--- src/rtl/dmem_pkg.sv ---
// Shared types and defaults for the two-port data-memory arbiter.
package dmem_pkg;

  localparam int NUM_PORTS     = 2;
  localparam int ADDR_W_DEF    = 32;
  localparam int MEM_BYTES_DEF = 1024;

  typedef enum logic [1:0] {
    ST_IDLE  = 2'd0,
    ST_BEAT0 = 2'd1,
    ST_BEAT1 = 2'd2,
    ST_RESP  = 2'd3
  } state_e;

endpackage

--- src/rtl/dmem_arbiter_rr.sv ---
// Two-way round-robin grant: a lone requester wins, ties go to the pointer,
// and the pointer moves to the other port after each accepted request.
module rr_arbiter2
  import dmem_pkg::*;
(
  input  logic                 clk,
  input  logic                 rst_n,
  input  logic [NUM_PORTS-1:0] valid,
  input  logic                 advance,
  output logic [NUM_PORTS-1:0] grant
);

  logic ptr;

  always_comb begin
    grant = '0;
    unique case (valid)
      2'b01:   grant = 2'b01;
      2'b10:   grant = 2'b10;
      2'b11:   grant = ptr ? 2'b10 : 2'b01;
      default: grant = '0;
    endcase
  end

  always_ff @(posedge clk or negedge rst_n) begin
    if (!rst_n) begin
      ptr <= 1'b0;
    end else if (advance) begin
      ptr <= grant[0];
    end
  end

endmodule

--- src/rtl/dmem_arbiter.sv ---
// Two-port arbiter onto a 32-bit data memory; double accesses take two beats.
// Optional alignment check is enabled with DMEM_ARB_ALIGN_CHECK_EN.
module dmem_arbiter
  import dmem_pkg::*;
#(
  parameter int ADDR_W    = ADDR_W_DEF,
  parameter int MEM_BYTES = MEM_BYTES_DEF
) (
  input  logic                 clk,
  input  logic                 rst_n,
  input  logic [NUM_PORTS-1:0] req_valid,
  output logic [NUM_PORTS-1:0] req_ready,
  input  logic [NUM_PORTS-1:0] req_we,
  input  logic [NUM_PORTS-1:0] req_sb,
  input  logic [NUM_PORTS-1:0] req_dbl,
  input  logic [ADDR_W-1:0]    req_addr0,
  input  logic [ADDR_W-1:0]    req_addr1,
  input  logic [63:0]          req_wdata0,
  input  logic [63:0]          req_wdata1,
  output logic [NUM_PORTS-1:0] rsp_valid,
  output logic [63:0]          rsp_rdata,
  output logic [ADDR_W-1:0]    mem_addr,
  output logic [31:0]          mem_wdata,
  output logic                 mem_we,
  output logic                 mem_re,
  output logic                 mem_sb,
  input  logic [31:0]          mem_rdata,
  output logic [NUM_PORTS-1:0] err,
  output state_e               state_dbg
);

  // The memory wraps addresses itself; it must be a power of two of at least two words.
  if (MEM_BYTES < 8 || (MEM_BYTES & (MEM_BYTES - 1)) != 0) begin : g_bad_mem_bytes
    $error("MEM_BYTES must be a power of two of at least 8");
  end

  // Handshake: a request moves when req_valid[p] and req_ready[p] are both high
  // at a rising edge; req_ready is only ever high in IDLE for the granted port.
  state_e               state;
  state_e               state_nxt;
  logic [NUM_PORTS-1:0] grant;
  logic                 accept;
  logic                 sel;
  logic                 owner;
  logic                 misalign;
  logic [ADDR_W-1:0]    sel_addr;
  logic [63:0]          sel_wdata;
  logic                 sel_we;
  logic                 sel_sb;
  logic                 sel_dbl;
  logic [ADDR_W-1:0]    addr_q;
  logic [63:0]          wdata_q;
  logic                 we_q;
  logic                 sb_q;
  logic                 dbl_q;

  rr_arbiter2 u_rr (
    .clk     (clk),
    .rst_n   (rst_n),
    .valid   (req_valid),
    .advance (accept),
    .grant   (grant)
  );

  assign accept    = (state == ST_IDLE) && (grant != '0);
  assign req_ready = (state == ST_IDLE) ? grant : '0;
  assign sel       = grant[1];
  assign state_dbg = state;

  always_comb begin
    sel_addr  = sel ? req_addr1  : req_addr0;
    sel_wdata = sel ? req_wdata1 : req_wdata0;
    sel_we    = sel ? req_we[1]  : req_we[0];
    sel_sb    = sel ? req_sb[1]  : req_sb[0];
    sel_dbl   = sel ? req_dbl[1] : req_dbl[0];
  end

`ifdef DMEM_ARB_ALIGN_CHECK_EN
  logic err_q;

  assign misalign = (!sel_sb && sel_addr[1:0] != 2'b00) || (sel_dbl && sel_addr[2]);

  always_ff @(posedge clk or negedge rst_n) begin
    if (!rst_n) begin
      err_q <= 1'b0;
    end else if (accept) begin
      err_q <= misalign;
    end
  end

  assign err = (state == ST_RESP && err_q) ? {owner, !owner} : '0;
`else
  assign misalign = 1'b0;
  assign err      = '0;
`endif

  // dbl only matters for word accesses; a store-byte is always a single beat.
  always_comb begin
    state_nxt = state;
    unique case (state)
      ST_IDLE:  if (accept) state_nxt = misalign ? ST_RESP : ST_BEAT0;
      ST_BEAT0: state_nxt = (dbl_q && !sb_q) ? ST_BEAT1 : ST_RESP;
      ST_BEAT1: state_nxt = ST_RESP;
      ST_RESP:  state_nxt = ST_IDLE;
      default:  state_nxt = ST_IDLE;
    endcase
  end

  always_ff @(posedge clk or negedge rst_n) begin
    if (!rst_n) begin
      state     <= ST_IDLE;
      owner     <= 1'b0;
      addr_q    <= '0;
      wdata_q   <= '0;
      we_q      <= 1'b0;
      sb_q      <= 1'b0;
      dbl_q     <= 1'b0;
      rsp_rdata <= '0;
    end else begin
      state <= state_nxt;
      if (accept) begin
        owner   <= sel;
        addr_q  <= sel_addr;
        wdata_q <= sel_wdata;
        we_q    <= sel_we;
        sb_q    <= sel_sb;
        dbl_q   <= sel_dbl;
      end
      // Only reads update the response data; the low word survives single reads.
      if (state == ST_BEAT0 && !we_q) rsp_rdata[63:32] <= mem_rdata;
      if (state == ST_BEAT1 && !we_q) rsp_rdata[31:0]  <= mem_rdata;
    end
  end

  always_comb begin
    mem_addr  = '0;
    mem_wdata = '0;
    mem_we    = 1'b0;
    mem_re    = 1'b0;
    mem_sb    = 1'b0;
    if (state == ST_BEAT0 || state == ST_BEAT1) begin
      mem_addr  = (state == ST_BEAT1) ? addr_q + ADDR_W'(4) : addr_q;
      mem_wdata = (state == ST_BEAT1) ? wdata_q[31:0] : wdata_q[63:32];
      mem_we    = we_q;
      mem_re    = !we_q;
      mem_sb    = sb_q;
    end
  end

  assign rsp_valid = (state == ST_RESP) ? {owner, !owner} : '0;

endmodule
--- config.mk ---
export PLATFORM = sky130hd
export DESIGN_NAME = dmem_arbiter
export DESIGN_NICKNAME = d
export VERILOG_FILES = /design/src/rtl/dmem_pkg.sv /design/src/rtl/dmem_arbiter_rr.sv /design/src/rtl/dmem_arbiter.sv
export SDC_FILE = /design/constraint.sdc
export NUM_CORES = 1
export LEC_CHECK = 0
export CORE_MARGIN = 10
export CORE_UTILIZATION = 39
export CTS_CLUSTER_SIZE = 28
export DETAILED_ROUTE_END_ITERATION = 10
export GPL_TIMING_DRIVEN = 0
export PLACE_DENSITY = 0.88
export SLEW_MARGIN = 20
export SYNTH_ARGS = -nofsm -noshare
export SYNTH_HDL_FRONTEND = slang
export SYNTH_SLANG_ARGS = --single-unit
--- constraint.sdc ---
create_clock -name clk -period 1.95 [get_ports clk]
set_input_delay 0.195 -clock clk [delete_from_list [all_inputs] [get_ports clk]]
set_output_delay 0.195 -clock clk [all_outputs]
set_load 0.005 [all_outputs]
==> flow_results.org <==
** GRT
- The total overflow left after global routing is 0.
- Maximum number of pins on one net before global-route repair :: 100
- Number of antenna violations at the first check in global routing :: 1
- Global-route wire length before repair :: between 40000 and 50000 um
- The number of global-route vias before repair was between 8000 and 9000.
- Overall Global Routing Usage :: around 22%

** Worst setup path
- The worst setup path is of the flip-flop to output port kind.
- In this run the register-to-register setup slack is 0.07 ns.
- Slowest cell on the critical path :: sky130_fd_sc_hd__dfrtp_1
- Maximum cell stage delay along the critical path :: roughly 0.39 ns
- Cell family with the largest share of critical-path delay :: buffers and inverters
- Along the worst path, the maximum fanout reaches 3.
- By instance count, the cell type seen most on the critical path is sky130_fd_sc_hd__buf_6.
- The worst setup path is captured at an output port.
- Worst EP arrival :: between 2 and 2.5 ns
- Critical R2R Launch :: state_dbg[0]
- Origin of the worst setup path :: state_dbg[0]
- Together, buffers and inverters on the worst path number 9.
- WP data required :: 1.75 ns
- Startpoint types :: flip-flop
- Critical path cell sequence :: inv_2 -> ha_4 -> buf_12 -> and4_4 -> buf_4 -> buf_6 -> buf_6 -> buf_6 -> buf_6 -> buf_6 -> nand3_4 -> xor2_2 -> nor2_1 -> buf_2

** STA
- Final number of setup-violating endpoints :: 67
- The count of final hold-check violations was 0.
- Period utilization :: 132%
- The tightest hold path in the finished design has a slack of approximately 0.3 ns.
- For the finished layout, the period the worst path requires is about 2.6 ns.
- At the pin with the least slew margin, the transition time is 0.568 ns.
- Maximum clock frequency :: 0.389 GHz
- Between clock sinks in the finished design, the worst skew comes to approximately 0.0085 ns.
- Measured against its own limit, the worst slew margin works out to between 60% and 70%.
- The number of pins exceeding their max-slew limit in the final report came to 0.
- Setup repair after global routing could not meet its margin everywhere.
- Once routing completed, OpenROAD measured the worst setup slack at -0.621 ns.

** Clock network
- TritonCTS sink count :: 167
- TritonCTS built the clock tree.
- Clk buf depth :: 2
- TritonCTS created 17 clock buffers.
- Clock-pin slew on the worst setup and hold paths :: approximately 0.070 ns
- Clock network latency to the later pin of the worst-skew pair :: approximately 0.42 ns
- CTS placed an instance of sky130_fd_sc_hd__clkbuf_16 at the clock tree root.
- CTS built an H-tree with a depth of 4.

** Logic synthesis
- Yosys top cell area share :: about half
- Yosys reg bits :: between 150 and 200
- Among all flip-flop cells after synthesis, the most frequent one is sky130_fd_sc_hd__dfrtp_1.
- The number of different library cells used by synthesis comes to 45.
- After synthesis the cells add up to around 8500 um^2.
- EDFF count, synth :: 0
- For this run, the register share of the synthesized area comes to slightly below 50%.
- Mapped Avg Cell Area :: between 10 and 15 um^2
- During synthesis, Yosys emitted a total of 0 warnings.
- Ranking of synthesized cells by area :: sky130_fd_sc_hd__dfrtp_1 49%, sky130_fd_sc_hd__mux2i_1 16%, sky130_fd_sc_hd__mux2_2 8.2%, sky130_fd_sc_hd__nand2_1 4.9%, sky130_fd_sc_hd__o21ai_0 4.0%
- Counting every instance in the synthesized netlist gives between 800 and 900.
- Of all flip-flops after synthesis, the portion carrying an async set or reset was between 90% and 100%.
- Yosys top cell by area :: sky130_fd_sc_hd__dfrtp_1

** Finish
- Syn-to-layout area delta :: 65.5%
- The layout has roughly 1600 filler cells.
- In the final design database the tool counted 1500 nets.
- Layout cell share with drive strength beyond 1 :: between 20 and 30%

** Drt
- Average vias per placed instance :: 5.26
- Final routed wirelength across all metal layers :: between 30000 and 40000 um
- Vias :: between 8000 and 9000
- Antenna Nets Post-Route :: 0
- After the first detailed-routing iteration, the DRC count stood at 448.
- DRC violation count after routing :: 0
- In the final routed layout, each cell accounts on average for between 20 and 25 um.
- Before antenna repair, the detailed router went through 7 iterations.

** Pwr
- The worst-case IR drop observed on VDD is 0.617 mV.
- The analysis attributes to cell leakage a power of 6.17 nW.
- Power spread over the standard cell area amounts to around 1500 nW/um^2.

** Min path
- In this run the worst hold path is classified as primary input to flip-flop.
- In this run the most critical hold path is launched from req_valid[1].

** Placement
- RD Place Congestion :: approximately 0.9
- Post-Place Worst Slack :: -0.938 ns
- After legalization and detailed placement, the total HPWL measured roughly 25000 um.
- Number of buffers added on ports :: 370

** Floorplan
- Horizontal die dimension :: roughly 170 um
- In this run the vertical extent of the chip is around 170 um.
- Die footprint :: 28100 um^2
- Placeable Area :: between 20000 and 25000 um^2
- FP Rows :: 53
- For this design the top-level I/O count stands at about 370.
- Once the floorplan was initialized, standard cells occupied 40.1% of the core.

** Flow run
- Across the run, the number of max-cap violations was 0.

** Status
- The run finished, with violations left.
- Failing checks :: setup timing
[placed cells by master, fill, tap and decap left out, types with 4 or more instances in the layout]
cell type                         instances
sky130_fd_sc_hd__o31ai_2                  7
sky130_fd_sc_hd__xor2_1                   4
sky130_fd_sc_hd__buf_6                   30
sky130_fd_sc_hd__or4_4                   12
sky130_fd_sc_hd__buf_2                   76
sky130_fd_sc_hd__nand2_1                112
sky130_fd_sc_hd__o21ai_1                 37
sky130_fd_sc_hd__inv_8                    4
sky130_fd_sc_hd__nand3_1                  7
sky130_fd_sc_hd__buf_12                   8
sky130_fd_sc_hd__clkbuf_1                 9
sky130_fd_sc_hd__o31ai_1                  4
sky130_fd_sc_hd__clkbuf_8                 5
sky130_fd_sc_hd__and4_1                   4
sky130_fd_sc_hd__buf_4                   35
sky130_fd_sc_hd__clkbuf_2                10
sky130_fd_sc_hd__clkbuf_16               20
sky130_fd_sc_hd__inv_1                    5
sky130_fd_sc_hd__dfrtp_1                166
sky130_fd_sc_hd__a21oi_2                 14
sky130_fd_sc_hd__mux2_2                  62
sky130_fd_sc_hd__nor2_1                  43
sky130_fd_sc_hd__xnor2_1                  4
sky130_fd_sc_hd__nand4_1                  6
sky130_fd_sc_hd__clkdlybuf4s50_1        297
sky130_fd_sc_hd__o21ai_0                 68
sky130_fd_sc_hd__clkbuf_4                 4
sky130_fd_sc_hd__and2_1                   4
sky130_fd_sc_hd__mux2i_1                130
[state kept, by name, summed over array words and instances (netlist names)]
| signal | cells |
|---|---|
| state_dbg | 2 |
| owner | 1 |
| dbl_q | 1 |
| u_rr.ptr | 1 |
| rsp_rdata | 64 |
| sb_q | 1 |
| addr_q | 32 |
| we_q | 1 |
| wdata_q | 64 |
[kinds of logic after synthesis]
group,after synthesis,share of synthesized area [%]
simple gates,219,12.2
mux,197,24.1
flops,167,49.1
compound gates,142,8.87
buf+inv,68,3.69
xor+xnor,11,1.13
fa+ha+maj,6,0.882
other cells,1,0.0441
[stage by stage]
stage / power [mW] / utilization [%] / area [um^2] / setup TNS [ns] / instances
final: 21.5 / 66.4 / 14100 / -20.56 / 1549
after global routing: 22.9 / 66.4 / 14100 / -27.62 / 1548
after CTS: 21.0 / 64.9 / 13800 / -21.26 / 1537
after detailed placement: 17.1 / 59.7 / 12700 / -120.27 / 1458
after global placement: 16.7 / 59.5 / 12600 / -1124.99 / 1457
after floorplan: 11.1 / - / 8580 / -0.00160 / 812
[repair_timing]
action / 4_1_cts / 5_1_grt
hold endpoints to repair: 68 / 0
buffers inserted: 44 / 11
hold buffers: 1 / 0
pin swaps: 23 / 24
resized for setup: 362 / 86
endpoints found under the setup margin: 230 / 191
cloned: 2 / 3
[synth_stat cells (all sizes together) (4+ instances only)]
library cell / number
mux2: 64
inv: 8
nand2: 113
clkbuf: 20
nand4: 8
mux2i: 133
dfrtp: 167
nand3: 12
buf: 40
and2: 6
or3: 4
or4: 13
o31ai: 13
o21ai: 106
and4: 6
xor2: 5
nor2: 45
ha: 6
xnor2: 6
a21oi: 19
[cell type report]
class,count,area [um^2],area share (%)
multi-input cells,577,4410,31.3
flip-flops and latches,167,4180,29.7
inverters,8,37.5,0.266
diodes,1,2.50,0.0178
well taps,275,344,2.44
plain buffers,59,483,3.43
clock buffers,17,425,3.02
clock inverters,15,160,1.14
repair buffers,430,4040,28.7
[power by group]
part           switching (mW)  internal, mW  leakage (nW)  total (mW)
registers                1.23          5.21          2.02        6.44
clock network            1.60          1.72         0.285        3.31
logic                    5.48          6.30          3.87        11.8
[routing by layer]
metal	vias up	track usage (%)	share of wire, %
li1	3742	-	-
met1	3964	24.4	37
met2	386	39.5	51
met3	56	8.12	8.7
met4	0	6.66	2.6
met5	-	0	0
[worst reg2reg max path, cell delays in order (launching register included)]
cell and delay, ns:
sky130_fd_sc_hd__dfrtp_1 0.37, sky130_fd_sc_hd__inv_2 0.06, sky130_fd_sc_hd__buf_4 0.13, sky130_fd_sc_hd__buf_6 0.11, sky130_fd_sc_hd__ha_4 0.17, sky130_fd_sc_hd__o21ai_4 0.11, sky130_fd_sc_hd__buf_12 0.18, sky130_fd_sc_hd__clkbuf_1 0.40
sky130_fd_sc_hd__o21ai_0 0.21
[path summary, 6_finish.rpt]
path / endpoint / depth (start not counted)
setup / recovery: mem_addr[11] / 14
hold / removal: owner / 3
setup reg to reg: wdata_q[17] / 8
hold reg to reg: wdata_q[41] / 2
max in group asynchronous: state_dbg[1] / 3
min in group asynchronous: addr_q[15] / 2
Power figures use the tool's default switching activity.
